[src/rtl/alu_set_pkg.sv]
// Shared opcode encodings and select width for the ALU constant/bit-set datapath.
package alu_set_pkg;

    localparam int unsigned SEL_W = 4;

    localparam logic [SEL_W-1:0] OP_CLR        = 4'b0000;
    localparam logic [SEL_W-1:0] OP_PASS_A     = 4'b0001;
    localparam logic [SEL_W-1:0] OP_PASS_B     = 4'b0010;
    localparam logic [SEL_W-1:0] OP_BSET       = 4'b0011;
    localparam logic [SEL_W-1:0] OP_BCLR       = 4'b0100;
    localparam logic [SEL_W-1:0] OP_BTGL       = 4'b0101;
    localparam logic [SEL_W-1:0] OP_ACC_OR     = 4'b0110;
    localparam logic [SEL_W-1:0] OP_ACC_RD_CLR = 4'b0111;
    localparam logic [SEL_W-1:0] OP_SET        = 4'b1111;

endpackage

[src/rtl/set_bit_mask.sv]
// One-hot bit mask from a bit index, with a flag for indices beyond the datapath width.
module set_bit_mask #(
    parameter int unsigned WIDTH = 6,
    parameter int unsigned IDX_W = $clog2(WIDTH)
) (
    input  logic [IDX_W-1:0] idx_i,
    output logic [WIDTH-1:0] mask_o,
    output logic             idx_oob_o
);

    always_comb begin
        mask_o = '0;
        for (int unsigned i = 0; i < WIDTH; i++) begin
            if (32'(idx_i) == i) begin
                mask_o[i] = 1'b1;
            end
        end
        idx_oob_o = (32'(idx_i) >= WIDTH);
    end

endmodule

[src/rtl/alu_set_unit.sv]
// Registered constant/pass/bit-op/accumulator unit behind a valid/ready handshake.
// Optional err output and held-result on illegal opcodes when ALU_SET_ERR_EN is defined.
module alu_set_unit
    import alu_set_pkg::*;
#(
    parameter int unsigned WIDTH = 6
) (
    input  logic             clk,
    input  logic             reset,
    input  logic             in_valid,
    output logic             in_ready,
    input  logic [WIDTH-1:0] A_Set,
    input  logic [WIDTH-1:0] B_Set,
    input  logic [SEL_W-1:0] sel,
    output logic             out_valid,
    input  logic             out_ready,
    output logic [WIDTH-1:0] X_Set,
    output logic [WIDTH-1:0] acc_out
`ifdef ALU_SET_ERR_EN
    ,
    output logic             err
`endif
);

    localparam int unsigned IDX_W = $clog2(WIDTH);

    logic             valid_q, valid_d;
    logic [WIDTH-1:0] x_q, x_d;
    logic [WIDTH-1:0] acc_q, acc_d;
    logic [WIDTH-1:0] res;
    logic [WIDTH-1:0] mask;
    logic             idx_oob;
    logic             illegal;
    logic             accept;

    set_bit_mask #(
        .WIDTH (WIDTH),
        .IDX_W (IDX_W)
    ) u_set_bit_mask (
        .idx_i     (B_Set[IDX_W-1:0]),
        .mask_o    (mask),
        .idx_oob_o (idx_oob)
    );

    assign in_ready  = !valid_q || out_ready;
    assign accept    = in_valid && in_ready;
    assign out_valid = valid_q;
    assign X_Set     = x_q;
    assign acc_out   = acc_q;

    always_comb begin
        res     = '0;
        illegal = 1'b0;
        acc_d   = acc_q;
        unique case (sel)
            OP_CLR:    res = '0;
            OP_SET:    res = '1;
            OP_PASS_A: res = A_Set;
            OP_PASS_B: res = B_Set;
            OP_BSET: begin
                res     = idx_oob ? A_Set : (A_Set | mask);
                illegal = idx_oob;
            end
            OP_BCLR: begin
                res     = idx_oob ? A_Set : (A_Set & ~mask);
                illegal = idx_oob;
            end
            OP_BTGL: begin
                res     = idx_oob ? A_Set : (A_Set ^ mask);
                illegal = idx_oob;
            end
            // Accumulator only moves on an accepted request, never on a stalled one.
            OP_ACC_OR: begin
                res = acc_q | A_Set;
                if (accept) acc_d = acc_q | A_Set;
            end
            OP_ACC_RD_CLR: begin
                res = acc_q;
                if (accept) acc_d = '0;
            end
            default: begin
                illegal = 1'b1;
`ifdef ALU_SET_ERR_EN
                res = x_q;
`else
                res = '0;
`endif
            end
        endcase
    end

    always_comb begin
        valid_d = valid_q;
        x_d     = x_q;
        if (accept) begin
            valid_d = 1'b1;
            x_d     = res;
        end else if (out_ready) begin
            valid_d = 1'b0;
        end
    end

`ifdef ALU_SET_ERR_EN
    logic err_q, err_d;

    assign err_d = accept ? illegal : err_q;
    assign err   = err_q;

    always_ff @(posedge clk) begin
        if (reset) err_q <= 1'b0;
        else       err_q <= err_d;
    end
`else
    logic unused_illegal;
    assign unused_illegal = illegal;
`endif

    always_ff @(posedge clk) begin
        if (reset) begin
            valid_q <= 1'b0;
            x_q     <= '0;
            acc_q   <= '0;
        end else begin
            valid_q <= valid_d;
            x_q     <= x_d;
            acc_q   <= acc_d;
        end
    end

endmodule

[config.mk]
export PLATFORM = sky130hd
export DESIGN_NAME = alu_set_unit
export DESIGN_NICKNAME = d
export VERILOG_FILES = /design/src/rtl/alu_set_pkg.sv /design/src/rtl/set_bit_mask.sv /design/src/rtl/alu_set_unit.sv
export SDC_FILE = /design/constraint.sdc
export NUM_CORES = 1
export LEC_CHECK = 0
export CAP_MARGIN = 20
export CELL_PAD_IN_SITES_DETAIL_PLACEMENT = 0
export CELL_PAD_IN_SITES_GLOBAL_PLACEMENT = 2
export CORE_ASPECT_RATIO = 1.1
export CORE_MARGIN = 2
export CORE_UTILIZATION = 29
export DETAILED_ROUTE_END_ITERATION = 12
export PLACE_DENSITY = 0.86
export SLEW_MARGIN = 25
export SYNTH_ARGS = -nofsm -noshare
export SYNTH_HDL_FRONTEND = slang
export SYNTH_HIERARCHICAL = 1
export SYNTH_SLANG_ARGS = --single-unit
[constraint.sdc]
create_clock -name clk -period 4.5 [get_ports clk]
set_clock_uncertainty 0.2 [all_clocks]
set_input_delay 1.35 -clock clk [delete_from_list [all_inputs] [get_ports clk]]
set_output_delay 1.35 -clock clk [all_outputs]
set_load 0.01 [all_outputs]
==> results by group, run 1 <==
Setup path
  – Kind of critical path: in -> out
  – Startpoint types: input pin
  – Worst Path Max Fanout: 4
  – Crit-path cells: clkdlybuf4s50_1, nand2b_4, clkdlybuf4s50_1
  – Crit-path slowest cell: clkdlybuf4s50_1
  – Most frequent cell on the critical path: clkdlybuf4s50_1
  – Critical Path Max Stage Delay: 0.53 ns
  – Required @ worst endpoint: 2.95 ns
  – Cell family with most CP delay: buffers and inverters
  – CP arrival: 2.48 ns
  – Crit end category: primary output
  – WP buf/inv: 2

Pwr
  – Int Power: 0.231 mW
  – Pleak: 0.681 nW
  – Clock share of power: 0.324
  – Total power: 0.337 mW
  – IR drop worst, VDD: 0.0707 mV
  – Pwr dens: 196 nW/um^2
  – Sequential Power Share: 0.358
  – Switch Pwr: 0.106 mW
  – Combinational power share: 0.318
  – Sw frac: 0.314

Floorplan
  – Die area: 5110 sq um
  – Initial core utilization: 0.304
  – Die Wd: 68.3 um
  – Num rows: 25
  – Core area: 4350 sq um
  – Die Y: 74.8 um
  – # IOs: 34

Detailed routing
  – Post-route ant nets: 0
  – Drt via density: 5.37
  – Vias: 1386
  – Initial DRT Pass Iterations: 4
  – Iteration-0 DRC Markers: 68
  – Final WL: 3.89 mm
  – DR DRC count: 0
  – Routed length per placed instance: 15.1 um

GRT
  – Global routing usage on met1: 0.234
  – GR Overflow Total: 0
  – Overall routing resource usage: 0.169
  – Largest net degree at the start of global routing: 25
  – GRT met2 Usage: 0.275
  – GRT busiest layer: met2
  – Vias in the first global route: 1335
  – Antenna violations before repair: 0
  – First-pass GRT wire length: 6.53 mm
  – GR met3 Demand/Resource: 0.00897

Clock tree
  – CTS tree: done
  – Clock buffer count from CTS: 3
  – # Post-CTS Setup Buffers: 0
  – Post-cts hold buffer count: 0
  – H-Tree Depth: 1
  – Clock Latency Late Sink: 0.24 ns
  – Post-CTS Resized: 0
  – Clk sinks: 13
  – Clock buffer depth: 2
  – Clock-pin slew on the worst setup and hold paths: 0.06 ns
  – Clock Tree Root: clkbuf_8

Run
  – Number of max-cap violations: 0

Finish
  – Fill count: 474
  – Layout cells sized above 1: 0.0882
  – Area grow syn2layout: 30.0%
  – Multi-input gate area: 931 sq um
  – Fin nets: 237
  – N_diodes: 0
  – Register cell area after layout: 260 sq um

Yosys
  – Synth Warn #: 6
  – Seq/Total Area, Yosys: 0.197
  – Post-synthesis register bit count: 13
  – Post-Synthesis Cells: 174
  – Async SR Flop Fraction: 0
  – Post-synthesis cell area: 1320 sq um
  – Syn avg cell area: 7.59 sq um
  – Synthesized netlist net count: 206
  – Post-synth cell types: 49
  – Number of synthesized flops with an enable pin: 0
  – Primary FF master, synth: dfxtp_1

Timing
  – Final Hold Vio Count: 0
  – Final WS setup: 0.473 ns
  – Finish-stage setup viols: 0
  – Setup TNS: 0 ns
  – Fin crit share: 0.895
  – Max-slew violations: 0
  – Final min period: 4.03 ns
  – Relative slew slack: 0.537
  – Slew @ Worst Pin: 0.693 ns
  – RSZ-0062 raised after global routing: false
  – Max Freq: 248 MHz

Worst hold path
  – Min-Delay Path Class: reg -> reg

Status
  – Run status: completed

Placement
  – PortBufs: 33
  – Dpl hpwl: 2.97 mm
  – Gpl congestion: 0.891
  – Dpl ws: 0.456 ns
[placed cells by master, fill, tap and decap left out, types with 5 or more instances in the layout]
| cell type | synthesis | final |
|---|---|---|
| a21oi_1 | 14 | 14 |
| inv_1 | 18 | 18 |
| nor2_1 | 16 | 16 |
| mux2i_1 | 5 | 5 |
| o21ai_0 | 9 | 9 |
| nand2_1 | 14 | 14 |
| a31oi_1 | 6 | 6 |
| dfxtp_1 | 13 | 13 |
| ha_1 | 12 | 12 |
| clkdlybuf4s50_1 | 0 | 33 |
[final timing paths]
path	startpoint	to	slack (ns)	cells after the start
max	out_ready	in_ready	0.47	3
min	X_Set[4]$_SDFFE_PP0P_	X_Set[4]$_SDFFE_PP0P_	0.26	2
max reg2reg	out_valid$_SDFFE_PP0P_	X_Set[0]$_SDFFE_PP0P_	2.85	5
min reg2reg	X_Set[4]$_SDFFE_PP0P_	X_Set[4]$_SDFFE_PP0P_	0.26	2
[Yosys cell counts, types with 3 or more instances]
library cell,number,share of area
dfxtp_1,13,0.20
nor3_1,4,0.015
a21oi_1,14,0.053
inv_1,18,0.051
nand2_1,14,0.040
o21ai_0,9,0.034
nor3b_1,3,0.017
a211oi_1,3,0.017
a31oi_1,6,0.028
a22oi_1,3,0.017
mux2i_1,5,0.038
a21o_1,3,0.017
buf_2,4,0.015
ha_1,12,0.11
nor2_1,16,0.045
[cells by family after synthesis]
family / count (synthesis) / synth area share
AOI/OAI and AO/OA: 57 / 0.296
and+or+nand+nor: 59 / 0.249
adders and majority gates: 12 / 0.114
buffers and inverters: 27 / 0.0976
muxes: 6 / 0.0464
DFF: 13 / 0.197
[sequential cells by signal (all words and copies together), names as in the netlist]
name and flops:
X_Set 6, acc_out 6, out_valid 1
[metrics by stage]
step | std cells | area (sq um) | hold slack, ns | util
2_1_floorplan | 174 | 1320 | 0.286 | -
3_3_place_gp | 254 | 1670 | 0.240 | 0.384
3_5_place_dp | 254 | 1670 | 0.251 | 0.384
4_1_cts | 258 | 1720 | 0.265 | 0.395
5_1_grt | 258 | 1720 | 0.283 | 0.395
6_report | 258 | 1720 | 0.260 | 0.395
[worst min-delay path, delay by kind of cell (launching register included)]
kind             cells  cell delay (ns)
AO/OA/AOI/OAI        1             0.05
flip-flops           1             0.33
AND/OR/NAND/NOR      1             0.05
[per-layer routing]
layer,vias up,wire length (um)
met4,0,57
li1,698,-
met1,647,1790
met2,37,1870
met3,4,179
met5,-,0
[power groups by stage]
stage / sequential, mW / clock, mW / combinational, mW
5_1_grt: 0.121 / 0.117 / 0.119
4_1_cts: 0.121 / 0.111 / 0.107
3_3_place_gp: 0.123 / 0 / 0.105
6_report: 0.121 / 0.109 / 0.107
3_5_place_dp: 0.123 / 0 / 0.107
2_1_floorplan: 0.125 / 0 / 0.0617
[layout make-up]
type,instances,share of cell area
inverters,18,0.0394
flip-flops and latches,13,0.152
well taps,54,0.0394
clock buffers,4,0.0262
multi-input cells,134,0.542
repair buffers,35,0.201
Power figures use the tool's default switching activity.
==> run 2, diff against run 1 <==
--- a/config.mk
+++ b/config.mk
@@ -12,7 +12,8 @@
 export CORE_MARGIN = 2
 export CORE_UTILIZATION = 29
 export DETAILED_ROUTE_END_ITERATION = 12
-export PLACE_DENSITY = 0.86
+export GPL_TIMING_DRIVEN = 0
+export PLACE_DENSITY_LB_ADDON = 0.3
 export SLEW_MARGIN = 25
 export SYNTH_ARGS = -nofsm -noshare
 export SYNTH_HDL_FRONTEND = slang
==> run 2 against run 1 <==
Net effect:
- sequential share of layout area is 0.31 points lower
- via count is 4.7% higher
- maximum frequency is 0.37% higher
- setup slack better by 0.015 ns
- final cell count is 2.3% higher
- clock power hardly changed
- global-route usage is 1.0 points higher
- non-clock buffer count is 6 higher
- sequential cell count stayed put
- critical endpoint unchanged
- largest power group unchanged
==> results by group, run 2 (synthesis gave the netlist of run 1 again) <==
Status
  – Run status: completed

Detailed routing
  – Final WL: 4.19 mm
  – DR DRC count: 0
  – Vias: 1451
  – Post-route ant nets: 0
  – Iteration-0 DRC Markers: 93
  – Routed length per placed instance: 15.9 um
  – Drt via density: 5.50
  – Initial DRT Pass Iterations: 4

Setup path
  – Setup slack, reg-to-reg: 2.81 ns
  – Crit-path slowest cell: clkdlybuf4s50_1
  – Critical path depth: 3
  – Required @ worst endpoint: 2.95 ns
  – WP buf/inv: 2
  – Cell family with most CP delay: buffers and inverters
  – FF-to-FF path depth: 5
  – Worst Path Max Fanout: 4
  – RR Endpoint: X_Set[0]$_SDFFE_PP0P_
  – CP arrival: 2.46 ns
  – Critical Path Max Stage Delay: 0.53 ns
  – Startpoint types: input pin
  – Crit-path cells: clkdlybuf4s50_1, nand2b_4, clkdlybuf4s50_1
  – Kind of critical path: in -> out
  – Crit end category: primary output
  – Critical Path Sink: in_ready
  – Most frequent cell on the critical path: clkdlybuf4s50_1
  – Reg2reg start: out_valid$_SDFFE_PP0P_
  – CP startpoint: out_ready

Placement
  – Dpl hpwl: 3.32 mm
  – PortBufs: 32
  – Post-placement cell area: 1710 sq um
  – Placed cell count: 260
  – Gpl congestion: 0.909

GRT
  – Antenna violations before repair: 0
  – Overall routing resource usage: 0.179
  – Vias in the first global route: 1451
  – First-pass GRT wire length: 6.96 mm
  – GR Overflow Total: 0
  – Largest net degree at the start of global routing: 11

Finish
  – Layout cells sized above 1: 0.114
  – N_diodes: 0
  – Most frequent cells in the layout: clkdlybuf4s50_1 (32), inv_1 (18), nor2_1 (16)
  – Fin util: 0.403
  – Commonest non-fill, non-tap cell in the layout: clkdlybuf4s50_1
  – Fin nets: 243
  – Final non-filler cell total: 264
  – Area grow syn2layout: 32.8%
  – Post-route cell area: 1750 sq um

Floorplan
  – Die area: 5110 sq um
  – Core area: 4350 sq um
  – # IOs: 34
  – Initial core utilization: 0.304
  – Die Y: 74.8 um
  – Num rows: 25
  – Die Wd: 68.3 um

Clock tree
  – CTS tree: done
  – Post-CTS Resized: 0
  – H-Tree Depth: 1
  – Clock buffer depth: 2
  – Post-cts hold buffer count: 0
  – Clk sinks: 13
  – # Post-CTS Setup Buffers: 0
  – Clock Latency Late Sink: 0.24 ns
  – Clock Tree Root: clkbuf_8
  – Clock buffer count from CTS: 3
  – Clock-pin slew on the worst setup and hold paths: 0.06 ns

Timing
  – Max Freq: 249 MHz
  – Final min period: 4.01 ns
  – Final Hold Vio Count: 0
  – Slew @ Worst Pin: 0.539 ns
  – Setup TNS: 0 ns
  – Fin crit share: 0.892
  – Max-slew violations: 0
  – Relative slew slack: 0.639
  – Finish-stage setup viols: 0
  – RSZ-0062 raised after global routing: false

Pwr
  – Pleak: 0.707 nW
  – Total power: 0.341 mW
  – IR drop worst, VDD: 0.0670 mV
  – Pwr dens: 194 nW/um^2

Worst hold path
  – Min-Delay Path Class: reg -> reg

Run
  – Number of max-cap violations: 0
run 2: cell count changes in the layout (fill, tap and decap cells not counted):
cell	change
buf_2	+4
clkdlybuf4s50_1	-1
clkbuf_1	+1
buf_6	+2
run 2: where the power goes:
group          switching (mW)  internal [mW]  leakage (nW)
registers             0.00230          0.118         0.105
logic                  0.0593         0.0526         0.579
clock network          0.0455         0.0627        0.0228
run 2: metal layers:
| layer | wire [um] | track usage | vias up |
|---|---|---|---|
| li1 | - | - | 708 |
| met1 | 1970 | 0.234 | 696 |
| met2 | 2010 | 0.307 | 41 |
| met3 | 155 | 0.0164 | 6 |
| met4 | 61 | 0.0622 | 0 |
| met5 | 0 | 0 | - |
run 2: layout make-up:
class,instances,area [sq um]
fillers,475,2590
multi-input cells,134,931
repair buffers,32,320
flip-flops and latches,13,260
inverters,18,67.6
well taps,54,67.6
plain buffers,9,61.3
clock buffers,4,45.0
run 2: metrics by stage:
stage                     hold WS [ns]  setup slack, ns
final                            0.274            0.488
after global routing             0.312            0.447
after CTS                        0.279            0.484
after detailed placement         0.265            0.485
after global placement           0.239            0.479
after floorplan                  0.286             1.46
run 2: worst min path at each step:
stage                               start                     to  slack, ns  cells past startpoint
global route        X_Set[4]$_SDFFE_PP0P_  X_Set[4]$_SDFFE_PP0P_       0.31                      2
detailed placement  X_Set[4]$_SDFFE_PP0P_  X_Set[4]$_SDFFE_PP0P_       0.26                      2
finish              X_Set[4]$_SDFFE_PP0P_  X_Set[4]$_SDFFE_PP0P_       0.27                      2
global placement    X_Set[4]$_SDFFE_PP0P_  X_Set[4]$_SDFFE_PP0P_       0.24                      2
floorplan           X_Set[4]$_SDFFE_PP0P_  X_Set[4]$_SDFFE_PP0P_       0.29                      2
CTS                 X_Set[4]$_SDFFE_PP0P_  X_Set[4]$_SDFFE_PP0P_       0.28                      2
run 2: worst register-to-register path: stages, from the launching register on:
cell      delay, ns
dfxtp_1        0.33
nand2b_4       0.09
nand2_2        0.13
or4_4          0.56
a31oi_1        0.20
a221o_1        0.14
==> run 3, diff against run 2 <==
--- a/config.mk
+++ b/config.mk
@@ -12,7 +12,6 @@
 export CORE_MARGIN = 2
 export CORE_UTILIZATION = 29
 export DETAILED_ROUTE_END_ITERATION = 12
-export GPL_TIMING_DRIVEN = 0
 export PLACE_DENSITY_LB_ADDON = 0.3
 export SLEW_MARGIN = 25
 export SYNTH_ARGS = -nofsm -noshare
==> run 3 against run 2 <==
Net effect:
- first-iteration DRC count decreased by 34%
- combinational power about the same
- global-route usage decreased by 1.2 points
- routed wire length decreased by 6.8%
- critical path type unchanged
- critical path depth unchanged
==> results by group, run 3 (synthesis gave the netlist of run 1 again) <==
Status
  – Run status: completed

Setup path
  – RR Endpoint: X_Set[0]$_SDFFE_PP0P_
  – Required @ worst endpoint: 2.95 ns
  – Startpoint types: input pin
  – Critical Path Sink: in_ready
  – Kind of critical path: in -> out
  – Worst Path Max Fanout: 4
  – FF-to-FF path depth: 5
  – Reg2reg start: out_valid$_SDFFE_PP0P_
  – Setup slack, reg-to-reg: 2.77 ns
  – Crit end category: primary output
  – CP startpoint: out_ready
  – CP arrival: 2.49 ns

Floorplan
  – Core area: 4350 sq um
  – # IOs: 34
  – Num rows: 25
  – Die area: 5110 sq um
  – Initial core utilization: 0.304
  – Die Wd: 68.3 um
  – Die Y: 74.8 um

Finish
  – Commonest non-fill, non-tap cell in the layout: clkdlybuf4s50_1
  – Fin nets: 239
  – Post-route cell area: 1730 sq um
  – N_diodes: 0
  – Area grow syn2layout: 31.2%
  – Most frequent cells in the layout: clkdlybuf4s50_1 (33), inv_1 (18), nor2_1 (16)
  – Layout cells sized above 1: 0.0971
  – Final non-filler cell total: 260

Pwr
  – Pwr dens: 196 nW/um^2
  – Total power: 0.339 mW
  – Int Power: 0.233 mW
  – IR drop worst, VDD: 0.0679 mV
  – Clock share of power: 0.323
  – Pleak: 0.691 nW
  – Combinational power share: 0.320
  – Switch Pwr: 0.107 mW
  – Sequential Power Share: 0.356
  – Sw frac: 0.314

Clock tree
  – CTS tree: done
  – # Post-CTS Setup Buffers: 0
  – Clk sinks: 13
  – Clock buffer depth: 2
  – Clock Tree Root: clkbuf_8
  – Clock buffer count from CTS: 3
  – Post-CTS Resized: 0
  – Clock Latency Late Sink: 0.25 ns
  – Post-cts hold buffer count: 0
  – H-Tree Depth: 1
  – Clock-pin slew on the worst setup and hold paths: 0.06 ns

Timing
  – Setup TNS: 0 ns
  – Relative slew slack: 0.651
  – RSZ-0062 raised after global routing: false
  – Max Freq: 247 MHz
  – Finish-stage setup viols: 0
  – Fin crit share: 0.899
  – Final min period: 4.04 ns
  – Final Hold Vio Count: 0
  – Slew @ Worst Pin: 0.521 ns
  – Max-slew violations: 0

Detailed routing
  – Drt via density: 5.39
  – Initial DRT Pass Iterations: 4
  – DR DRC count: 0
  – Metal1 wirelength: 1.78 mm
  – Vias: 1401
  – WL met3: 198 um
  – DR top layer: met4
  – Met2 routed WL: 1.84 mm
  – Final WL: 3.91 mm
  – Iteration-0 DRC Markers: 61
  – Routed length per placed instance: 15.0 um
  – Post-route ant nets: 0

GRT
  – Vias in the first global route: 1336
  – Antenna violations before repair: 0
  – First-pass GRT wire length: 6.45 mm
  – GR Overflow Total: 0
  – Largest net degree at the start of global routing: 16
  – Overall routing resource usage: 0.167

Placement
  – PortBufs: 33
  – Dpl hpwl: 3.10 mm
  – Post-placement cell area: 1690 sq um
  – Placed cell count: 256
  – Gpl congestion: 0.849

Worst hold path
  – Min-Delay Path Class: reg -> reg

Run
  – Number of max-cap violations: 0
[run 3: power by group through the flow]
stage	combinational (mW)	clock (mW)	sequential, mW
floorplan	0.0617	0	0.125
global placement	0.106	0	0.123
detailed placement	0.108	0	0.123
CTS	0.109	0.109	0.121
global route	0.120	0.117	0.121
finish	0.109	0.110	0.121
[run 3: worst min path at each step]
stage | startpoint | end | slack (ns) | cells past startpoint
floorplan | X_Set[4]$_SDFFE_PP0P_ | X_Set[4]$_SDFFE_PP0P_ | 0.29 | 2
global placement | X_Set[4]$_SDFFE_PP0P_ | X_Set[4]$_SDFFE_PP0P_ | 0.24 | 2
detailed placement | X_Set[4]$_SDFFE_PP0P_ | X_Set[4]$_SDFFE_PP0P_ | 0.25 | 2
CTS | X_Set[4]$_SDFFE_PP0P_ | X_Set[4]$_SDFFE_PP0P_ | 0.26 | 2
global route | X_Set[4]$_SDFFE_PP0P_ | X_Set[4]$_SDFFE_PP0P_ | 0.30 | 2
finish | X_Set[4]$_SDFFE_PP0P_ | X_Set[4]$_SDFFE_PP0P_ | 0.26 | 2
[run 3: worst max-delay path, cell delays in order]
cell and delay, ns:
clkdlybuf4s50_1 0.47, nand2b_4 0.14, clkdlybuf4s50_1 0.53
[run 3: layer usage]
layer | global-route usage | vias up
li1 | - | 704
met1 | 0.225 | 647
met2 | 0.274 | 43
met3 | 0.0105 | 7
met4 | 0.0733 | 0
met5 | 0 | -
[run 3: per-stage QoR]
step | hold WS, ns | setup slack, ns | util
after floorplan | 0.286 | 1.46 | -
after global routing | 0.296 | 0.422 | 0.398
after global placement | 0.239 | 0.483 | 0.388
after CTS | 0.264 | 0.449 | 0.398
final | 0.258 | 0.456 | 0.398
after detailed placement | 0.250 | 0.464 | 0.388
[run 3: layout make-up]
class	count	area, sq um
fillers	444	2620
multi-input cells	134	931
repair buffers	37	360
flip-flops and latches	13	260
inverters	18	67.6
well taps	54	67.6
clock buffers	4	45.0
